File: src/rtl/dmem_pkg.sv
// dmem_pkg: shared definitions for the MEM-stage data-memory access controller.
// Holds the RV32I load/store FUNC3 encodings, the controller state encoding
// and small decode helpers shared by the controller and its load extender.
package dmem_pkg;

  localparam logic [2:0] F3_B  = 3'b000;
  localparam logic [2:0] F3_H  = 3'b001;
  localparam logic [2:0] F3_W  = 3'b010;
  localparam logic [2:0] F3_BU = 3'b100;
  localparam logic [2:0] F3_HU = 3'b101;

  typedef enum logic [1:0] {
    IDLE   = 2'd0,
    ACCESS = 2'd1,
    DONE   = 2'd2
  } state_t;

  // Request is illegal when both strobes are high or FUNC3 is not a valid
  // encoding for the requested direction.
  function automatic logic req_illegal_f(input logic rd, input logic wr,
                                         input logic [2:0] f3);
    logic ill;
    ill = 1'b0;
    if (rd && wr) begin
      ill = 1'b1;
    end else if (rd) begin
      case (f3)
        F3_B, F3_H, F3_W, F3_BU, F3_HU: ill = 1'b0;
        default:                        ill = 1'b1;
      endcase
    end else if (wr) begin
      case (f3)
        F3_B, F3_H, F3_W: ill = 1'b0;
        default:          ill = 1'b1;
      endcase
    end else begin
      ill = 1'b0;
    end
    return ill;
  endfunction

  // Access size comes from FUNC3[1:0]: 00 byte, 01 halfword, 10 word.
  function automatic logic misaligned_f(input logic [1:0] size,
                                        input logic [1:0] off);
    logic mis;
    case (size)
      2'b01:   mis = off[0];
      2'b10:   mis = (off != 2'b00);
      default: mis = 1'b0;
    endcase
    return mis;
  endfunction

endpackage

File: src/rtl/load_extend.sv
// load_extend: selects the addressed byte/halfword lane of a memory word and
// sign- or zero-extends it according to the load FUNC3.
// Ports:
//   word   - 32-bit word read from data memory
//   offset - byte offset within the word captured at request time
//   func3  - RV32I load encoding (LB/LH/LW/LBU/LHU)
//   result - extended 32-bit load value
module load_extend
  import dmem_pkg::*;
(
  input  logic [31:0] word,
  input  logic [1:0]  offset,
  input  logic [2:0]  func3,
  output logic [31:0] result
);

  logic [7:0]  byte_s;
  logic [15:0] half_s;

  // Lane selection and extension.
  always_comb begin
    byte_s = 8'h00;
    half_s = 16'h0000;
    result = word;
    case (offset)
      2'd0:    byte_s = word[7:0];
      2'd1:    byte_s = word[15:8];
      2'd2:    byte_s = word[23:16];
      2'd3:    byte_s = word[31:24];
      default: byte_s = word[7:0];
    endcase
    if (offset[1]) begin
      half_s = word[31:16];
    end else begin
      half_s = word[15:0];
    end
    case (func3)
      F3_B:    result = {{24{byte_s[7]}}, byte_s};
      F3_BU:   result = {24'h000000, byte_s};
      F3_H:    result = {{16{half_s[15]}}, half_s};
      F3_HU:   result = {16'h0000, half_s};
      F3_W:    result = word;
      default: result = word;
    endcase
  end

endmodule

File: src/rtl/dmem_access_ctrl.sv
// dmem_access_ctrl: MEM-stage data-memory access controller. Converts a
// load/store request into a word-addressed memory access with byte enables,
// handshakes on the memory busywait, stalls the pipeline until the access
// completes and returns the extended load result.
// Ports:
//   CLK, RESET                 - clock (rising edge), async active-low reset
//   MEM_READ, MEM_WRITE, FUNC3 - request and size/sign from EX/MEM
//   ALU_OUT, STORE_DATA        - byte address and forwarded store data
//   BUSYWAIT                   - pipeline stall request (combinational)
//   LOAD_DATA, MEM_FAULT       - registered load result and fault pulse
//   DMEM_*                     - registered memory interface, plus the
//                                memory's read word and busywait inputs
module dmem_access_ctrl
  import dmem_pkg::*;
#(
  parameter int TIMEOUT_CYCLES = 255,
  parameter int TIMEOUT_W      = 8
) (
  input  logic        CLK,
  input  logic        RESET,
  input  logic        MEM_READ,
  input  logic        MEM_WRITE,
  input  logic [2:0]  FUNC3,
  input  logic [31:0] ALU_OUT,
  input  logic [31:0] STORE_DATA,
  output logic        BUSYWAIT,
  output logic [31:0] LOAD_DATA,
  output logic        MEM_FAULT,
  output logic        DMEM_READ,
  output logic        DMEM_WRITE,
  output logic [29:0] DMEM_ADDR,
  output logic [31:0] DMEM_WRITEDATA,
  output logic [3:0]  DMEM_BYTE_EN,
  input  logic [31:0] DMEM_READDATA,
  input  logic        DMEM_BUSYWAIT
);

  localparam logic [TIMEOUT_W-1:0] TIMEOUT_LIM = TIMEOUT_W'(TIMEOUT_CYCLES);

  state_t               state_r;
  logic [TIMEOUT_W-1:0] cnt_r;
  logic [TIMEOUT_W-1:0] cnt_inc_s;
  logic [1:0]           off_r;
  logic [2:0]           func3_r;
  logic                 is_load_r;

  logic        req_s;
  logic        bad_s;
  logic        valid_s;
  logic [3:0]  be_s;
  logic [31:0] wdata_s;
  logic [31:0] ext_s;

  // Request decode: legality, alignment, byte enables and lane-replicated data.
  always_comb begin
    req_s   = MEM_READ ^ MEM_WRITE;
    bad_s   = (MEM_READ | MEM_WRITE) &
              (req_illegal_f(MEM_READ, MEM_WRITE, FUNC3) |
               misaligned_f(FUNC3[1:0], ALU_OUT[1:0]));
    valid_s = req_s & ~bad_s;
    if (MEM_WRITE) begin
      case (FUNC3[1:0])
        2'b00:   be_s = 4'b0001 << ALU_OUT[1:0];
        2'b01:   be_s = 4'b0011 << {ALU_OUT[1], 1'b0};
        default: be_s = 4'b1111;
      endcase
    end else begin
      be_s = 4'b1111;
    end
    case (FUNC3[1:0])
      2'b00:   wdata_s = {4{STORE_DATA[7:0]}};
      2'b01:   wdata_s = {2{STORE_DATA[15:0]}};
      default: wdata_s = STORE_DATA;
    endcase
    cnt_inc_s = cnt_r + {{(TIMEOUT_W-1){1'b0}}, 1'b1};
  end

  // Stall: starting a valid access and the whole ACCESS phase; held low in reset.
  always_comb begin
    if (!RESET) begin
      BUSYWAIT = 1'b0;
    end else if (state_r == ACCESS) begin
      BUSYWAIT = 1'b1;
    end else if (state_r == IDLE) begin
      BUSYWAIT = valid_s;
    end else begin
      BUSYWAIT = 1'b0;
    end
  end

  load_extend u_load_extend (
    .word   (DMEM_READDATA),
    .offset (off_r),
    .func3  (func3_r),
    .result (ext_s)
  );

  // Access FSM with registered memory strobes, load result and fault pulse.
  always_ff @(posedge CLK or negedge RESET) begin
    if (!RESET) begin
      state_r        <= IDLE;
      cnt_r          <= '0;
      off_r          <= 2'b00;
      func3_r        <= 3'b000;
      is_load_r      <= 1'b0;
      DMEM_READ      <= 1'b0;
      DMEM_WRITE     <= 1'b0;
      DMEM_ADDR      <= 30'h0;
      DMEM_WRITEDATA <= 32'h0;
      DMEM_BYTE_EN   <= 4'h0;
      LOAD_DATA      <= 32'h0;
      MEM_FAULT      <= 1'b0;
    end else begin
      MEM_FAULT <= 1'b0;
      case (state_r)
        IDLE: begin
          if (valid_s) begin
            DMEM_ADDR      <= ALU_OUT[31:2];
            DMEM_BYTE_EN   <= be_s;
            DMEM_WRITEDATA <= wdata_s;
            DMEM_READ      <= MEM_READ;
            DMEM_WRITE     <= MEM_WRITE;
            off_r          <= ALU_OUT[1:0];
            func3_r        <= FUNC3;
            is_load_r      <= MEM_READ;
            cnt_r          <= '0;
            state_r        <= ACCESS;
          end else if (bad_s) begin
            MEM_FAULT <= 1'b1;
          end
        end
        ACCESS: begin
          if (!DMEM_BUSYWAIT) begin
            DMEM_READ  <= 1'b0;
            DMEM_WRITE <= 1'b0;
            if (is_load_r) begin
              LOAD_DATA <= ext_s;
            end
            state_r <= DONE;
          end else if (cnt_inc_s == TIMEOUT_LIM) begin
            // Memory never answered: abandon the access and report it.
            cnt_r      <= cnt_inc_s;
            DMEM_READ  <= 1'b0;
            DMEM_WRITE <= 1'b0;
            LOAD_DATA  <= 32'h0;
            MEM_FAULT  <= 1'b1;
            state_r    <= DONE;
          end else begin
            cnt_r <= cnt_inc_s;
          end
        end
        DONE: begin
          // Pipeline advances this cycle; the stale request is ignored.
          state_r <= IDLE;
        end
        default: begin
          state_r <= IDLE;
        end
      endcase
    end
  end

endmodule

File: config.mk
export PLATFORM = sky130hd
export DESIGN_NAME = dmem_access_ctrl
export DESIGN_NICKNAME = d
export VERILOG_FILES = /design/src/rtl/dmem_pkg.sv /design/src/rtl/load_extend.sv /design/src/rtl/dmem_access_ctrl.sv
export SDC_FILE = /design/constraint.sdc
export NUM_CORES = 1
export LEC_CHECK = 0
export CORE_MARGIN = 2
export CORE_UTILIZATION = 40
export CTS_CLUSTER_DIAMETER = 60
export DETAILED_ROUTE_END_ITERATION = 8
export GPL_ROUTABILITY_DRIVEN = 0
export PLACE_DENSITY = 0.73
export SLEW_MARGIN = 20
export SYNTH_ARGS = -nofsm -noshare
export SYNTH_HDL_FRONTEND = slang
export SYNTH_HIERARCHICAL = 1
export SYNTH_SLANG_ARGS = --single-unit
File: constraint.sdc
create_clock -name CLK -period 6 [get_ports CLK]
set_input_delay 1.2 -clock CLK [delete_from_list [all_inputs] [get_ports CLK]]
set_output_delay 1.2 -clock CLK [all_outputs]
set_load 0.02 [all_outputs]
# Word-level counts from Yosys, hierarchy flattened
# Index checks and enable logic that the tools add are counted.
# totals
register_bits,117
latch_bits,0
mem_bits_rw,0
mem_bits_ro,0
inputBits,104
out_inout_bits,102
wordCells,91
memories,0
# classes
add_sub_neg,1
n_mul,0
div_mod_pow,0
n_lt_le_gt_ge,0
n_eq_ne,18
shift,2
n_mux,36
bitwise,6
reduce_logical,16
# op_table
op,count
$pmux W32 S4,1
$mux W32,3
$pmux W32 S2,1
$pmux W8 S4,1
$mux W1,16
$mux W16,1
$mux W8,2
$pmux W8 S2,1
$eq A3 B3 Y1 const B,4
$reduce_and A3 Y1,3
$add A8 B1 Y8 const B,1
$eq A8 B8 Y1 const B,1
$pmux W1 S2,4
$pmux W4 S2,1
$eq A2 B1 Y1 const B,3
$eq A2 B2 Y1 const B,3
$eq A3 B1 Y1 const B,2
$logic_not A2 Y1,3
$logic_not A3 Y1,2
$mux W2,3
$reduce_bool A2 Y1,3
$reduce_or A5 Y1,1
$mux W4,1
$ne A2 B2 Y1 const B,2
other kinds (13),16

# Longest topological paths before layout
# Gate-level depths: netlist of the first run.
# depth
depth_word,13
depth_mapped,10
mapped_depth_nobuf,7

# Cells and area by module
# Netlist of the first run, hierarchy kept.
# modules_own_cells
mod,n_inst,cells_per_inst,area_per_inst_um2,seq_area_each_um2
dmem_access_ctrl,1,454,5109.9,2927.8
load_extend,1,111,668.1,0.0

# Least setup slack after synthesis of the first run
# OpenSTA, ideal clock, no wires.
# synth_path
kind,input -> output
start,input port FUNC3[1]
end,output port BUSYWAIT
arrival_time_ps,3218
required_ps,4800
path_slack_ps,1582
stages,10
n_path_buf,3
path_cell_list,inv_1 -> ha_1 -> buf_4 -> nor2_1 -> o221ai_1 -> a31oi_2 -> or2_2 -> buf_2 -> buf_4 -> a21boi_0
# synth_between
elab_chain_len,13
word_cells_on_any_way,22
cone_classes,6 x eq/ne; 9 x mux; 4 x bitwise; 3 x reduce/logical
# synth_lines
item,line_no,text
start: declaration,dmem_access_ctrl.sv:23,"input logic [2:0] FUNC3,"
$eq A3 B1 Y1 (tied with other cells),"dmem_pkg.sv:27, dmem_pkg.sv:32",
$reduce_or A3 Y1,dmem_pkg.sv:32,case (f3)
$mux W1,dmem_pkg.sv:32,
$mux W1,dmem_pkg.sv:31,end else if (wr) begin
$mux W1,dmem_pkg.sv:26,end else if (rd) begin
$mux W1,dmem_pkg.sv:24,if (rd && wr) begin
$or A1 B1 Y1 *,dmem_access_ctrl.sv:58,"(req_illegal_f(MEM_READ, MEM_WRITE, FUNC3) |"
$and A1 B1 Y1 *,dmem_access_ctrl.sv:57,bad_s = (MEM_READ | MEM_WRITE) &
$not A1 Y1 *,dmem_access_ctrl.sv:60,valid_s = req_s & ~bad_s;
$and A1 B1 Y1 *,dmem_access_ctrl.sv:60,
$mux W1 *,dmem_access_ctrl.sv:84,end else if (state_r == IDLE) begin
$mux W1 *,dmem_access_ctrl.sv:82,end else if (state_r == ACCESS) begin
$mux W1 *,dmem_access_ctrl.sv:80,if (!RESET) begin
end: declaration,dmem_access_ctrl.sv:26,"output logic BUSYWAIT,"
# Every way passes the cells marked *; elsewhere a longest branch is shown, timed or not.

# Final worst setup path of the first run
# Ends and elaborated chain as after synthesis.

==> results.sh, run 1 <==
export IMPL_status="finished, final reports clean"
export IMPL_cts_sinks=117
export IMPL_dr_pass1_iters=4
export IMPL_async_reset_ff_share_pct=100
export IMPL_slew_headroom_pct=39.7
export IMPL_io_pins=206
export IMPL_antenna_found_initial=0
export IMPL_timing_final_ws_setup_ns=0.710
export IMPL_drive_gt1_share_pct=15.1
export IMPL_nets=873
export IMPL_slew_violations=0
export IMPL_setup_viol=0
export IMPL_grt_max_degree=72
export IMPL_yosys_top_cells_count="nand2_1, dfrtp_1, mux2_2, a21oi_1, o21ai_0"
export IMPL_drt_antenna_violating_nets=0
export IMPL_hold_class="reg2reg"
export IMPL_chipHeight_microns=124
export IMPL_initial_core_util_pct=41.3
export IMPL_cp_start_kind="input port"
export IMPL_cts_buffers=17
export IMPL_rrSetupSlack_ns=3.42
export IMPL_finalClockSkew_ns=0.00700
export IMPL_port_buffers=205
export IMPL_multi_input_area_sq_mm=0.00265
export IMPL_drt_total_wl_microns=16500
export IMPL_syn_area_sq_mm=0.00578
export IMPL_cp_required_ns=4.80
export IMPL_synth_area_top_cells="dfrtp_1, mux2_2, nand2_1"
export IMPL_crit_type="in2out"
export IMPL_die_area_sq_mm=0.0154
export IMPL_switching_share_pct=35.6
export IMPL_holdWs_ns=0.503
export IMPL_r2r_start="cnt_r[0]"
export IMPL_avgRoutedWirePerCell_microns=17.3
export IMPL_synth_most_common_cell="nand2_1"
export IMPL_drcViolationCount=0
export IMPL_num_rows=43
export IMPL_p_sw_mw=1.64
export IMPL_drt_iter0_drc=314
export IMPL_dpl_hpwl_microns=11900
export IMPL_max_freq_ghz=0.189
export IMPL_synth_cell_types=51
export IMPL_antenna_cells=0
export IMPL_endpoint_kind="primary output"
export IMPL_grt_pass1_wl_microns=25900
export IMPL_root_buffer="clkbuf_16"
export IMPL_routed_via_density=5.26
export IMPL_ys_flop_type="dfrtp_1"
export IMPL_finalCritPeriodShare_pct=88.2
export IMPL_fillerInstances=1151
export IMPL_fin_setup_tns_ns=0
export IMPL_hold_viol=0
export IMPL_pwr_share_seq_pct=30.9
export IMPL_seq_area_sq_mm=0.00293
export IMPL_postCtsSetupBuffers=0
export IMPL_internal_power_mw=2.96
export IMPL_rsz0062_at_grt="no"
export IMPL_clockBufferDepth=2
export IMPL_regToRegEndpoint="LOAD_DATA[29]"
export IMPL_reg2reg_depth=6
export IMPL_combinationalPowerShare_pct=45.5
export IMPL_path_clk_slew_ns=0.05
export IMPL_synth_top_cell_by_area="dfrtp_1"
export IMPL_p_per_area_mw_per_mm2=534
export IMPL_yosysWarnings=6
export IMPL_cp_startpoint="FUNC3[1]"
export IMPL_htreeDepth=4
export IMPL_synth_area_per_cell_sq_um=10.2
export IMPL_yosysSeqAreaShare_pct=50.7
export IMPL_insertion_delay_ns=0.41
export IMPL_cp_max_fo=13
export IMPL_power_leakage_nw=3.76
export IMPL_first_global_vias=5203
export IMPL_die_w_microns=124
export IMPL_clockPowerShare_pct=23.6
export IMPL_period_minus_slack_ns=5.29
export IMPL_cts_hold_buf=0
export IMPL_arrival_ns=4.09
export IMPL_cts_tree="yes"
export IMPL_endpoint="BUSYWAIT"
export IMPL_synth_top_area_share_pct=50.7
export IMPL_grt_usage_pct=22.0
export IMPL_yosys_register_bits=117
export IMPL_max_slew_worst_pin_slew_ns=0.904
export IMPL_overflow=0
export IMPL_ctsResizeCount=0
export IMPL_cap_violations=0
export IMPL_num_vias=5019
export IMPL_dp_slack_ns=0.706
export IMPL_netlist_instances=565
export IMPL_synthToLayoutAreaGrowth_pct=48.9
export IMPL_vdd_drop_max_mv=0.318
export IMPL_power_mw=4.60
export IMPL_syn_nets=676
export IMPL_core_sq_mm=0.0140
export IMPL_synth_edf_count=0
## area by class of cell
| class | count | area share [%] |
|---|---|---|
| clock buffers | 24 | 5.71 |
| clock inverters | 8 | 1.69 |
| repair buffers | 213 | 24.6 |
| multi-input cells | 400 | 30.8 |
| well taps | 180 | 2.62 |
| flip-flops and latches | 117 | 34.0 |
| inverters | 13 | 0.567 |
## power groups by stage
| stage | registers [mW] | clock network, mW | logic [mW] |
|---|---|---|---|
| finish | 1.42 | 1.09 | 2.09 |
| detailed placement | 1.43 | 0 | 2.10 |
| floorplan | 1.78 | 0 | 0.763 |
| global route | 1.47 | 1.14 | 2.25 |
| CTS | 1.42 | 1.10 | 2.11 |
| global placement | 1.40 | 0 | 2.06 |
## registers in the layout, summed over array words and instances, names as in the netlist
register	flops
DMEM_ADDR	30
DMEM_READ	1
MEM_FAULT	1
is_load_r	1
off_r	2
state_r	2
DMEM_WRITE	1
cnt_r	8
DMEM_BYTE_EN	4
LOAD_DATA	32
DMEM_WRITEDATA	32
func3_r	3
## worst min path at each step
stage | from | end | slack, ns | depth (start not counted)
after CTS | DMEM_ADDR[11] | DMEM_ADDR[11] | 0.50 | 1
after global placement | DMEM_ADDR[15] | DMEM_ADDR[15] | 0.49 | 1
after detailed placement | is_load_r | is_load_r | 0.49 | 1
after floorplan | state_r[1] | MEM_FAULT | 0.44 | 1
after global routing | DMEM_ADDR[3] | DMEM_ADDR[3] | 0.51 | 1
final | DMEM_ADDR[17] | DMEM_ADDR[17] | 0.50 | 1
## per-stage QoR
| stage | util [%] | cell area, sq um | cells |
|---|---|---|---|
| floorplan | - | 5780 | 565 |
| CTS | 61.5 | 8600 | 955 |
| global route | 61.5 | 8600 | 955 |
| finish | 61.5 | 8600 | 955 |
| global placement | 56.8 | 7940 | 922 |
| detailed placement | 57.0 | 7970 | 923 |
## placed cells by master (no fill, tap or decap), types with 13 or more instances in the layout
cell / instances
clkbuf_16: 17
a22oi_1: 15
inv_1: 13
clkdlybuf4s50_1: 204
o21ai_0: 20
a21o_1: 18
dfrtp_1: 117
mux2_2: 68
a21oi_1: 38
nand2_1: 135
## metal layers
layer | vias up | global-route usage, % | part of all wire (%)
li1 | 2365 | - | -
met1 | 2432 | 25.6 | 41
met2 | 196 | 36.6 | 48
met3 | 26 | 8.29 | 9.4
met4 | 0 | 8.92 | 2.2
met5 | - | 0 | 0
## worst max-delay path, cell delays in order
cell and delay (ns):
clkdlybuf4s50_1 0.44, inv_1 0.18, ha_1 0.50, nor2_1 0.11
o221ai_1 0.23, a31oi_2 0.24, or2_2 0.36, a21boi_0 0.18
clkdlybuf4s50_1 0.64
## cell families after synthesis
kind of cell | synth area share (%)
simple gates | 13.5
mux | 14.7
xor+xnor | 0.455
buf+inv | 3.79
fa+ha+maj | 1.52
compound gates | 15.4
flops | 50.7
Power figures use the tool's default switching activity.
==> inputs of run 2 (changes only) <==
- CAP_MARGIN: not set -> 20
- PLACE_DENSITY: 0.73 -> 0.82
==> results.sh, run 2 (synthesized netlist as in run 1, its figures left out) <==
export IMPL_routed_via_density=5.23
export IMPL_largest_registers="DMEM_WRITEDATA (32), LOAD_DATA (32), DMEM_ADDR (30)"
export IMPL_cap_violations=0
export IMPL_postCtsSetupBuffers=0
export IMPL_slew_headroom_pct=36.3
export IMPL_rsz0062_at_grt="no"
export IMPL_first_global_vias=4875
export IMPL_dpl_hpwl_microns=11300
export IMPL_p_per_area_mw_per_mm2=531
export IMPL_root_buffer="clkbuf_16"
export IMPL_fin_setup_tns_ns=0
export IMPL_endpoint_kind="primary output"
export IMPL_insertion_delay_ns=0.41
export IMPL_overflow=0
export IMPL_drt_total_wl_microns=15700
export IMPL_synthToLayoutAreaGrowth_pct=48.7
export IMPL_grt_pass1_wl_microns=24900
export IMPL_initial_core_util_pct=41.3
export IMPL_die_area_sq_mm=0.0154
export IMPL_crit_type="in2out"
export IMPL_htreeDepth=4
export IMPL_power_leakage_nw=3.77
export IMPL_clockBufferDepth=2
export IMPL_path_clk_slew_ns=0.05
export IMPL_drt_iter0_drc=287
export IMPL_finalClockSkew_ns=0.00958
export IMPL_core_sq_mm=0.0140
export IMPL_cts_hold_buf=0
export IMPL_cp_max_fo=13
export IMPL_dp_slack_ns=0.736
export IMPL_status="finished, final reports clean"
export IMPL_cts_tree="yes"
export IMPL_finalCritPeriodShare_pct=87.7
export IMPL_layout_commonest_cell="clkdlybuf4s50_1"
export IMPL_antenna_found_initial=0
export IMPL_arrival_ns=4.06
export IMPL_slew_violations=0
export IMPL_max_freq_ghz=0.190
export IMPL_power_mw=4.56
export IMPL_dr_pass1_iters=8
export IMPL_max_slew_worst_pin_slew_ns=0.955
export IMPL_vdd_drop_max_mv=0.296
export IMPL_grt_max_degree=77
export IMPL_timing_final_ws_setup_ns=0.738
export IMPL_hold_class="reg2reg"
export IMPL_ctsResizeCount=0
export IMPL_setup_viol=0
export IMPL_cp_required_ns=4.80
export IMPL_num_vias=4985
export IMPL_drive_gt1_share_pct=15.5
export IMPL_grt_usage_pct=21.0
export IMPL_cts_buffers=17
export IMPL_period_minus_slack_ns=5.26
export IMPL_antenna_cells=0
export IMPL_port_buffers=205
export IMPL_num_rows=43
export IMPL_io_pins=206
export IMPL_cp_start_kind="input port"
export IMPL_drt_antenna_violating_nets=0
export IMPL_hold_viol=0
export IMPL_avgRoutedWirePerCell_microns=16.4
export IMPL_final_cell_mix="clkdlybuf4s50_1, nand2_1, dfrtp_1"
export IMPL_chipHeight_microns=124
export IMPL_cts_sinks=117
export IMPL_die_w_microns=124
export IMPL_drcViolationCount=0
export IMPL_nets=874
[run 2: where the power goes]
group | leakage (nW) | internal [mW] | total [mW] | switching (mW)
combinational | 2.03 | 1.06 | 2.07 | 1.01
clock | 0.307 | 0.731 | 1.08 | 0.345
sequential | 1.43 | 1.16 | 1.41 | 0.255
[run 2: per-layer routing]
| layer | vias up | wire, microns | global-route usage (%) |
|---|---|---|---|
| li1 | 2365 | - | - |
| met1 | 2415 | 6440 | 26.0 |
| met2 | 180 | 7680 | 34.0 |
| met3 | 25 | 1320 | 8.06 |
| met4 | 0 | 251 | 6.25 |
| met5 | - | 0 | 0 |
[run 2: worst paths after layout]
kind                            startpoint             to  slack, ns  cells past startpoint
worst min register to register  state_r[1]      MEM_FAULT       0.48                      1
worst min-delay path            state_r[1]      MEM_FAULT       0.48                      1
worst max register to register    cnt_r[0]  LOAD_DATA[23]       3.58                      7
min in group asynchronous            RESET  DMEM_ADDR[21]       0.78                      1
worst max-delay path              FUNC3[1]       BUSYWAIT       0.74                      9
max in group asynchronous            RESET  LOAD_DATA[12]       3.87                      2
[run 2: metrics by stage]
| step | std cells | utilization [%] | area, sq um | hold WS (ns) |
|---|---|---|---|---|
| after global routing | 954 | 61.4 | 8590 | 0.517 |
| after global placement | 924 | 56.9 | 7960 | 0.468 |
| after CTS | 954 | 61.4 | 8590 | 0.483 |
| after floorplan | 565 | - | 5780 | 0.439 |
| after detailed placement | 924 | 56.9 | 7960 | 0.469 |
| final | 954 | 61.4 | 8590 | 0.484 |
[run 2: final cells by class]
type                       instances  area [sq um]
fill                            1143          5400
sequential                       117          2930
multi-input combinational        400          2640
timing repair buffer             214          2120
clock buffer                      21           480
tap                              180           225
clock inverter                     9           150
inverter                          13          48.8
[run 2: worst max-delay path, stage by stage]
cell and delay, ns:
clkdlybuf4s50_1 0.44, inv_1 0.19, ha_1 0.50, nor2_2 0.09, o221ai_1 0.23, a31oi_2 0.23
or2_2 0.36, a21boi_0 0.17, clkdlybuf4s50_1 0.65
